**config.mk**
```make
export PLATFORM = sky130hd
export DESIGN_NAME = i2c_csr_bridge
export DESIGN_NICKNAME = d
export VERILOG_FILES = /design/src/rtl/sl28_pkg.sv /design/src/rtl/sync_edge.sv /design/src/rtl/i2c_csr_bridge.sv
export SDC_FILE = /design/constraint.sdc
export NUM_CORES = 1
export LEC_CHECK = 0
export CORE_ASPECT_RATIO = 1.1
export CORE_MARGIN = 2
export CORE_UTILIZATION = 40
export CTS_BUF_LIST = sky130_fd_sc_hd__clkbuf_4 sky130_fd_sc_hd__clkbuf_8
export DETAILED_ROUTE_END_ITERATION = 10
export PLACE_DENSITY = 0.66
export SYNTH_ARGS = -nofsm -noshare
export SYNTH_HDL_FRONTEND = slang
export SYNTH_SLANG_ARGS = --single-unit
```
**constraint.sdc**
```tcl
create_clock -name clk -period 2.3 [get_ports clk]
set_input_delay 0.345 -clock clk [delete_from_list [all_inputs] [get_ports clk]]
set_output_delay 0.345 -clock clk [all_outputs]
set_load 0.05 [all_outputs]
```
**src/rtl/sl28_pkg.sv**
```systemverilog
// Shared types and CSR bus dimensions for the I2C-to-CSR bridge and the
// register blocks hanging off the CSR bus.
package sl28_pkg;

    localparam int CSR_AW = 5;
    localparam int CSR_DW = 8;

    typedef enum logic [3:0] {
        IDLE,
        ADDR,
        ADDR_ACK,
        REG,
        REG_ACK,
        WDATA,
        WDATA_ACK,
        RDATA,
        RACK
    } i2c_state_t;

endpackage

```
**src/rtl/sync_edge.sv**
```systemverilog
// Two-flop synchroniser per bit plus a history flop for edge detection.
// All flops reset to 1 to match an idle, pulled-up bus.
module sync_edge #(
    parameter int WIDTH = 1
) (
    input  logic             clk,
    input  logic             rst,
    input  logic [WIDTH-1:0] async_in,
    output logic [WIDTH-1:0] out,
    output logic [WIDTH-1:0] out_edge
);

    logic [WIDTH-1:0] meta_q;
    logic [WIDTH-1:0] sync_q;
    logic [WIDTH-1:0] prev_q;

    // NOTE: sequential state always uses non-blocking assignments so every flop
    // samples the pre-edge value of its neighbour; blocking here would collapse the chain.
    always_ff @(posedge clk) begin
        if (rst) begin
            meta_q <= '1;
            sync_q <= '1;
            prev_q <= '1;
        end else begin
            meta_q <= async_in;
            sync_q <= meta_q;
            prev_q <= sync_q;
        end
    end

    assign out      = sync_q;
    assign out_edge = sync_q ^ prev_q;

endmodule

```
**src/rtl/i2c_csr_bridge.sv**
```systemverilog
// I2C target that maps register-pointer + data-byte transfers onto the CSR bus,
// with pointer auto-increment on both reads and writes.
module i2c_csr_bridge
    import sl28_pkg::*;
#(
    parameter logic [6:0] I2C_ADDR = 7'h4a
) (
    input  logic              clk,
    input  logic              rst,
    input  logic              scl,
    input  logic              sda_in,
    output logic              sda_oe,
    output logic [CSR_AW-1:0] csr_a,
    output logic [CSR_DW-1:0] csr_di,
    output logic              csr_we,
    input  logic [CSR_DW-1:0] csr_do
);

    logic [1:0] pins_s;
    logic [1:0] pins_edge;

    sync_edge #(.WIDTH(2)) u_sync (
        .clk      (clk),
        .rst      (rst),
        .async_in ({scl, sda_in}),
        .out      (pins_s),
        .out_edge (pins_edge)
    );

    logic scl_s, sda_s, scl_rise, scl_fall, bus_start, bus_stop;
    assign scl_s     = pins_s[1];
    assign sda_s     = pins_s[0];
    assign scl_rise  = pins_edge[1] & scl_s;
    assign scl_fall  = pins_edge[1] & ~scl_s;
    assign bus_start = pins_edge[0] & ~sda_s & scl_s;
    assign bus_stop  = pins_edge[0] & sda_s & scl_s;

    i2c_state_t        state_q, state_d;
    logic [3:0]        bit_cnt_q, bit_cnt_d;
    logic [CSR_DW-1:0] shift_q, shift_d;
    logic [CSR_DW-1:0] csr_di_q, csr_di_d;
    logic [CSR_AW-1:0] ptr_q, ptr_d;
    logic              rw_q, rw_d;
    logic              sda_oe_q, sda_oe_d;
    logic              csr_we_q, csr_we_d;

    logic [CSR_DW-1:0] shift_in;
    assign shift_in = {shift_q[CSR_DW-2:0], sda_s};

    always_ff @(posedge clk) begin
        if (rst) begin
            state_q   <= IDLE;
            bit_cnt_q <= '0;
            shift_q   <= '0;
            csr_di_q  <= '0;
            ptr_q     <= '0;
            rw_q      <= 1'b0;
            sda_oe_q  <= 1'b0;
            csr_we_q  <= 1'b0;
        end else begin
            state_q   <= state_d;
            bit_cnt_q <= bit_cnt_d;
            shift_q   <= shift_d;
            csr_di_q  <= csr_di_d;
            ptr_q     <= ptr_d;
            rw_q      <= rw_d;
            sda_oe_q  <= sda_oe_d;
            csr_we_q  <= csr_we_d;
        end
    end

    // In the ACK states sda_oe_q doubles as the phase flag: the first SCL fall
    // starts the ACK, the second one ends it.
    always_comb begin
        // NOTE: every combinational output gets a default first so no path
        // through the case leaves it unassigned and infers a latch.
        state_d = state_q;
        if (bus_start) begin
            state_d = ADDR;
        end else if (bus_stop) begin
            state_d = IDLE;
        end else begin
            case (state_q)
                IDLE:      state_d = IDLE;
                ADDR:      if (scl_rise && bit_cnt_q == 4'd7)
                               state_d = (shift_in[7:1] == I2C_ADDR) ? ADDR_ACK : IDLE;
                ADDR_ACK:  if (scl_fall && sda_oe_q) state_d = rw_q ? RDATA : REG;
                REG:       if (scl_rise && bit_cnt_q == 4'd7) state_d = REG_ACK;
                REG_ACK:   if (scl_fall && sda_oe_q) state_d = WDATA;
                WDATA:     if (scl_rise && bit_cnt_q == 4'd7) state_d = WDATA_ACK;
                WDATA_ACK: if (scl_fall && sda_oe_q) state_d = WDATA;
                RDATA:     if (scl_fall && bit_cnt_q == 4'd8) state_d = RACK;
                RACK: begin
                    if (scl_rise && sda_s) state_d = IDLE;
                    else if (scl_fall && bit_cnt_q == 4'd1) state_d = RDATA;
                end
                default:   state_d = IDLE;
            endcase
        end
    end

    always_comb begin
        bit_cnt_d = bit_cnt_q;
        shift_d   = shift_q;
        csr_di_d  = csr_di_q;
        rw_d      = rw_q;
        sda_oe_d  = sda_oe_q;
        csr_we_d  = 1'b0;
        ptr_d     = csr_we_q ? ptr_q + CSR_AW'(1) : ptr_q;

        if (bus_start || bus_stop) begin
            bit_cnt_d = '0;
            sda_oe_d  = 1'b0;
        end else begin
            case (state_q)
                ADDR, REG, WDATA: begin
                    if (scl_rise) begin
                        shift_d   = shift_in;
                        bit_cnt_d = bit_cnt_q + 4'd1;
                        if (bit_cnt_q == 4'd7) begin
                            bit_cnt_d = '0;
                            if (state_q == ADDR) rw_d = shift_in[0];
                            if (state_q == REG)  ptr_d = shift_in[CSR_AW-1:0];
                            if (state_q == WDATA) begin
                                csr_di_d = shift_in;
                                csr_we_d = 1'b1;
                            end
                        end
                    end
                end
                ADDR_ACK, REG_ACK, WDATA_ACK: begin
                    if (scl_fall) begin
                        if (!sda_oe_q) begin
                            sda_oe_d = 1'b1;
                        end else if (state_q == ADDR_ACK && rw_q) begin
                            shift_d  = csr_do;
                            sda_oe_d = ~csr_do[CSR_DW-1];
                            ptr_d    = ptr_q + CSR_AW'(1);
                        end else begin
                            sda_oe_d = 1'b0;
                        end
                    end
                end
                RDATA: begin
                    if (scl_rise) begin
                        bit_cnt_d = bit_cnt_q + 4'd1;
                    end else if (scl_fall) begin
                        if (bit_cnt_q == 4'd8) begin
                            bit_cnt_d = '0;
                            sda_oe_d  = 1'b0;
                        end else begin
                            shift_d  = {shift_q[CSR_DW-2:0], 1'b0};
                            sda_oe_d = ~shift_q[CSR_DW-2];
                        end
                    end
                end
                RACK: begin
                    if (scl_rise && !sda_s) begin
                        bit_cnt_d = 4'd1;
                    end else if (scl_fall && bit_cnt_q == 4'd1) begin
                        bit_cnt_d = '0;
                        shift_d   = csr_do;
                        sda_oe_d  = ~csr_do[CSR_DW-1];
                        ptr_d     = ptr_q + CSR_AW'(1);
                    end
                end
                default: ;
            endcase
        end
    end

    assign sda_oe = sda_oe_q;
    assign csr_a  = ptr_q;
    assign csr_di = csr_di_q;
    assign csr_we = csr_we_q;

endmodule
```
# --- Yosys cells after proc, flatten, opt, wreduce, memory -nomap -nowiden ---
# Index checks and enable logic that the tools add are counted.
word_totals:
  n_memories: 0
  wordCells: 144
  latchBits: 0
  romBits: 0
  out_inout_bits: 15
  inputBits: 12
  reg_bits: 37
  mem_bits_rw: 0
op_classes:
  div_mod_pow: 0
  magnitude_cmp: 0
  bitwise: 15
  multipliers: 0
  n_eq_ne: 38
  shift: 0
  muxes: 52
  addsub: 2
  reduce_logical: 25
ops:
  columns: ["op", "n"]
  rows:
  - ["$mux 7", 9]
  - ["$mux 4", 15]
  - ["$mux 5", 10]
  - ["$ne 2x2->1 const B", 14]
  - ["$pmux 4 s7", 1]
  - ["$pmux 7 s4", 1]
  - ["$eq 4x3->1 const B", 5]
  - ["$ne 4x4->1 const B", 5]
  - ["$pmux 5 s3", 1]
  - ["$reduce_and 5->1", 3]
  - ["$reduce_and 7->1", 2]
  - ["$ne 3x3->1 const B", 4]
  - ["$pmux 4 s3", 1]
  - ["$mux 1", 11]
  - ["$reduce_and 11->1", 1]
  - ["$reduce_or 3->1", 3]
  - ["$eq 4x1->1 const B", 2]
  - ["$eq 4x2->1 const B", 2]
  - ["$eq 4x4->1 const B", 2]
  - ["$not 1->1", 8]
  - ["$eq 7x7->1 const B", 1]
  - ["$logic_and 1x1->1", 7]
  - ["$and 1x1->1", 6]
  - ["$reduce_and 6->1", 1]
  - ["other kinds (15)", 17]

# --- Depth between registers and ports, before layout ---
logic_depth:
  depth_word: 8
  ltp_mapped: 9
  depth_no_buf: 7

# --- Hierarchy ---
# A second synthesis with hierarchy kept.
unflattened:
  cells_unflattened: 264
  hier_area_um2: 2212.1
modules_own_cells:
  columns: ["module", "cells_per_inst", "area_each_um2", "instances"]
  rows:
  - ["i2c_csr_bridge", 250, 2037.0, 1]
  - ["sync_edge", 14, 175.2, 1]

# --- Least setup slack after synthesis ---
# OpenSTA, ideal clock, no wires.
synth_path:
  path_kind: "register to register"
  start: "register sda_oe_q (netlist: sda_oe)"
  end: "register shift_q[3]"
  arrival_ns: 1.975
  stages_incl_launch_ff: 7
  path_buffers: 1
  setup_slack_ns: 0.254
  synth_period_minus_slack_ns: 2.046
  path_cell_list: "dfxtp_1 > inv_1 > nor4_4 > o211ai_2 > clkbuf_1 > or3_1 > a21oi_1"
synth_via:
  elab_chain_len: 2
synth_rtl:
  columns: ["element", "line", "source"]
  rows:
  - ["start: declaration", "i2c_csr_bridge.sv:44", "logic sda_oe_q, sda_oe_d;"]
  - ["start signal: assignment", "i2c_csr_bridge.sv:67", "sda_oe_q <= sda_oe_d;"]
  - ["$ne 2x2->1 (no source line)", null, null]
  - ["$reduce_and 11->1 (no source line)", null, null]
  - ["end signal: assignment", "i2c_csr_bridge.sv:63", "shift_q <= shift_d;"]
  - ["end: declaration", "i2c_csr_bridge.sv:40", "logic [CSR_DW-1:0] shift_q, shift_d;"]
# Every way passes these cells.
# A chain may end at the register's enable or synchronous reset.

# --- Worst setup path in the final report ---
layout_path:
  start: "register u_sync.sync_q[1] (netlist: u_sync.out[1])"
  end: "register shift_q[3]"
layout_via:
  elab_chain_len: 5
  word_cells_on_any_way: 17
  cone_classes: "eq/ne: 6; bitwise: 7; reduce/logical: 4"
layout_rtl:
  columns: ["element", "line", "source"]
  rows:
  - ["start: declaration", "sync_edge.sv:14", "logic [WIDTH-1:0] sync_q;"]
  - ["start signal: assignment", "sync_edge.sv:26", "sync_q <= meta_q;"]
  - ["$xor 2x2->2 / $not 1->1 (equally long branches)", "sync_edge.sv:32, i2c_csr_bridge.sv:34", null]
  - ["$and 1x1->1 (on tied branches)", "i2c_csr_bridge.sv:34, i2c_csr_bridge.sv:33", null]
  - ["$logic_and 1x1->1 (on tied branches)", "i2c_csr_bridge.sv:160, i2c_csr_bridge.sv:158", null]
  - ["$ne 2x2->1 (no source line)", null, null]
  - ["$reduce_and 11->1 (no source line) (*)", null, null]
# Mark *: on every way between the ends. The rest lies on a longest branch, timed or not.

==> summary.txt <==
Status
  – Run status: completed

CTS
  – CTS Root Buffer Type: clkbuf_8
  – Post CTS Setup Buffer Count: 0
  – Clock Latency Late Sink: 0.29 ns
  – CTS tree: done
  – CTS sink cnt: 37
  – # H-tree levels: 2
  – Cts bufs inserted: 5
  – Worst-path clk slew: 0.08 ns
  – Max Buffers Root-to-Sink: 2

Power
  – VDD IR max: 0.454 mV
  – Pleak: 0.941 nW
  – Power density over the cells: 943 nW/um^2

GRT
  – Vias in the first global route: 1924
  – Initial antenna violation count: 0
  – GR Overflow Total: 0
  – Largest net degree at the start of global routing: 23
  – Global-route wire length before repair: 9340 microns
  – Total Routing Usage GR: 18.1%

Setup path
  – CP Class: reg2reg
  – Crit path buf inv count: 2
  – Critical Path End Type: flip-flop
  – FF-to-FF End: shift_q[3]
  – Data required time of the critical path: 2.53 ns
  – Largest fanout on the critical path: 14
  – Critical Path AT: 2.35 ns
  – CP Launch Point: u_sync.out[1]
  – Slowest stage delay, CP: 0.37 ns
  – Crit path launch type: flip-flop
  – Top cell family by delay on the critical path: simple AND/OR/NAND/NOR gates
  – End of the critical path: shift_q[3]
  – CP cell instances: inv_1, ha_2, and4bb_2, a21o_1, o221ai_1, buf_4, or3_1, a21oi_1
  – WP depth: 8
  – R2r setup slk: 0.18 ns
  – R2R cell count: 8
  – Worst R2R Start: u_sync.out[1]
  – Crit-path slowest cell: dfxtp_1

Yosys
  – Mapped Avg Cell Area: 8.90 sq um
  – Most frequent cell after synthesis: dfxtp_1
  – Synth Cell Area: 2290 sq um
  – Seq cells post-synth: 37
  – Yosys top cell area share: 32.4%
  – Syn_nets: 275
  – Ys flop type: dfxtp_1
  – Synth area leaders: dfxtp_1 32%, mux2i_1 7.0%, ha_1 3.3%, nand2_1 3.1%, o21ai_0 2.8%
  – EDFF count, synth: 0
  – Asr flop ratio synth: 0%
  – Synth cell types: 64
  – Post-synth top cells: 37 x dfxtp_1, 19 x nand2_1, 17 x nor2_1
  – Syn. warnings: 0
  – Yosys top cell by area: dfxtp_1
  – Sequential fraction of the synthesis area: 32.4%
  – Post-Synthesis Cells: 257

Cells and area
  – Area growth from synthesis to layout: 20.4%
  – Final Cell Area: 2750 sq um
  – Layout cells sized above 1: 13.9%
  – N_diodes: 0
  – Final #Nets: 305
  – Final Core Density: 50.4%

Floorplanning
  – Die Span Y: 83.3 microns
  – Die Span X: 76.1 microns
  – Die area: 6340 sq um
  – Initial Util: 41.8%
  – Total core area: 5470 sq um
  – Num rows: 28
  – Num ports: 27

STA
  – Fin Clk Skew: 0.0105 ns
  – Fin. Hold Viols: 0
  – Relative slew margins: 62.9%
  – Max Clk Rate: 0.472 GHz
  – Final Setup Violations: 0
  – Setup TNS Final: 0 ns
  – Fin worst setup slack: 0.182 ns
  – Final Cycle Share: 92.1%
  – Min Hold Slack: 0.415 ns
  – Worst slew pin tran: 0.555 ns
  – Crit path time final: 2.12 ns
  – RSZ-0062 raised after global routing: no
  – Final Slew Violations: 0

Placement
  – Dpl cell area: 2640 sq um
  – HPWL Detailed: 4070 microns
  – Port Buffer Count: 26
  – Pre-CTS setup slack: 0.195 ns
  – GPL Wtd Cong: 0.889

Routing
  – Post-Route WL: 5680 microns
  – Antenna-violating nets left: 0
  – Initial DRC count: 180
  – WL/cell: 15.6 microns
  – DR vias: 2057
  – Router iterations before antenna repair: 6
  – Post-route DRC: 0
  – Drt via density: 5.67

Flow run
  – Max-cap viol count: 0

Min path
  – Hold Crit Class: reg2reg
-- kinds of logic after synthesis --
| group | after synthesis | synth area share, % |
|---|---|---|
| multiplexers | 16 | 7.00 |
| XOR/XNOR | 7 | 2.68 |
| AO/OA/AOI/OAI | 76 | 26.0 |
| buffers and inverters | 30 | 6.73 |
| AND/OR/NAND/NOR | 85 | 21.9 |
| flip-flops | 37 | 32.4 |
| adder cells (fa/ha/maj) | 6 | 3.28 |
-- worst register-to-register path: stages (launching register included) --
cell	delay [ns]
dfxtp_1	0.37
inv_1	0.11
ha_2	0.27
and4bb_2	0.26
a21o_1	0.18
o221ai_1	0.17
buf_4	0.21
or3_1	0.35
a21oi_1	0.14
-- timing repair --
item	CTS	global route
hold buffers	0	0
resized for setup	0	1
setup endpoints to repair	0	5
-- metal layers --
metal / vias up / wire, microns / track usage [%] / part of all wire (%)
li1: 1014 / - / - / -
met1: 960 / 2410 / 23.0 / 42
met2: 75 / 2850 / 30.0 / 50
met3: 8 / 324 / 4.67 / 5.7
met4: 0 / 102 / 5.95 / 1.8
met5: - / 0 / 0 / 0
-- layout by cell type (no fill, tap or decap), types with 4 or more instances in the layout --
master / synthesis / final
or2_2: 5 / 5
inv_1: 14 / 14
mux2i_1: 16 / 16
nand3_1: 6 / 6
clkbuf_8: 0 / 5
o21ai_0: 13 / 13
ha_1: 6 / 5
nand4_1: 5 / 5
xor2_1: 5 / 5
clkdlybuf4s50_1: 0 / 26
dfxtp_1: 37 / 37
nand2b_1: 5 / 5
nor2_1: 17 / 17
a22oi_1: 5 / 5
a211oi_1: 5 / 5
nand3b_1: 4 / 4
nand2_1: 19 / 19
or3_1: 7 / 7
o22ai_1: 6 / 6
buf_4: 1 / 13
a21oi_1: 11 / 11
-- state kept, by name (all words and copies together), names as in the netlist --
register,count
csr_we,1
sda_oe,1
state_q,4
shift_q,7
csr_di,8
rw_q,1
u_sync.meta_q,2
bit_cnt_q,4
u_sync.out,2
u_sync.prev_q,2
csr_a,5
-- report_power, final --
part | leakage [nW] | switching, mW | internal, mW
registers | 0.300 | 0.133 | 0.701
clock network | 0.0585 | 0.253 | 0.325
logic | 0.582 | 0.689 | 0.496
-- cell type report --
cell class	instances	area, sq um
flip-flops and latches	37	741
inverters	14	52.6
fillers	557	2710
clock buffers	5	68.8
well taps	75	93.8
repair buffers	39	358
clock inverters	3	43.8
multi-input cells	190	1400
-- through the flow --
stage / std cells / total power, mW
after floorplan: 257 / 1.76
after global placement: 355 / 2.02
after detailed placement: 355 / 2.01
after CTS: 363 / 2.60
after global routing: 363 / 2.77
final: 363 / 2.60
-- worst min-delay path by stage --
stage                          start            end  slack [ns]  depth (start not counted)
finish              u_sync.meta_q[1]  u_sync.out[1]        0.41                          1
global route        u_sync.meta_q[1]  u_sync.out[1]        0.43                          1
CTS                 u_sync.meta_q[1]  u_sync.out[1]        0.42                          1
detailed placement  u_sync.meta_q[1]  u_sync.out[1]        0.40                          1
global placement    u_sync.meta_q[1]  u_sync.out[1]        0.39                          1
floorplan           u_sync.meta_q[0]  u_sync.out[0]        0.39                          1
Note: power is estimated with default switching activity, not from simulation.
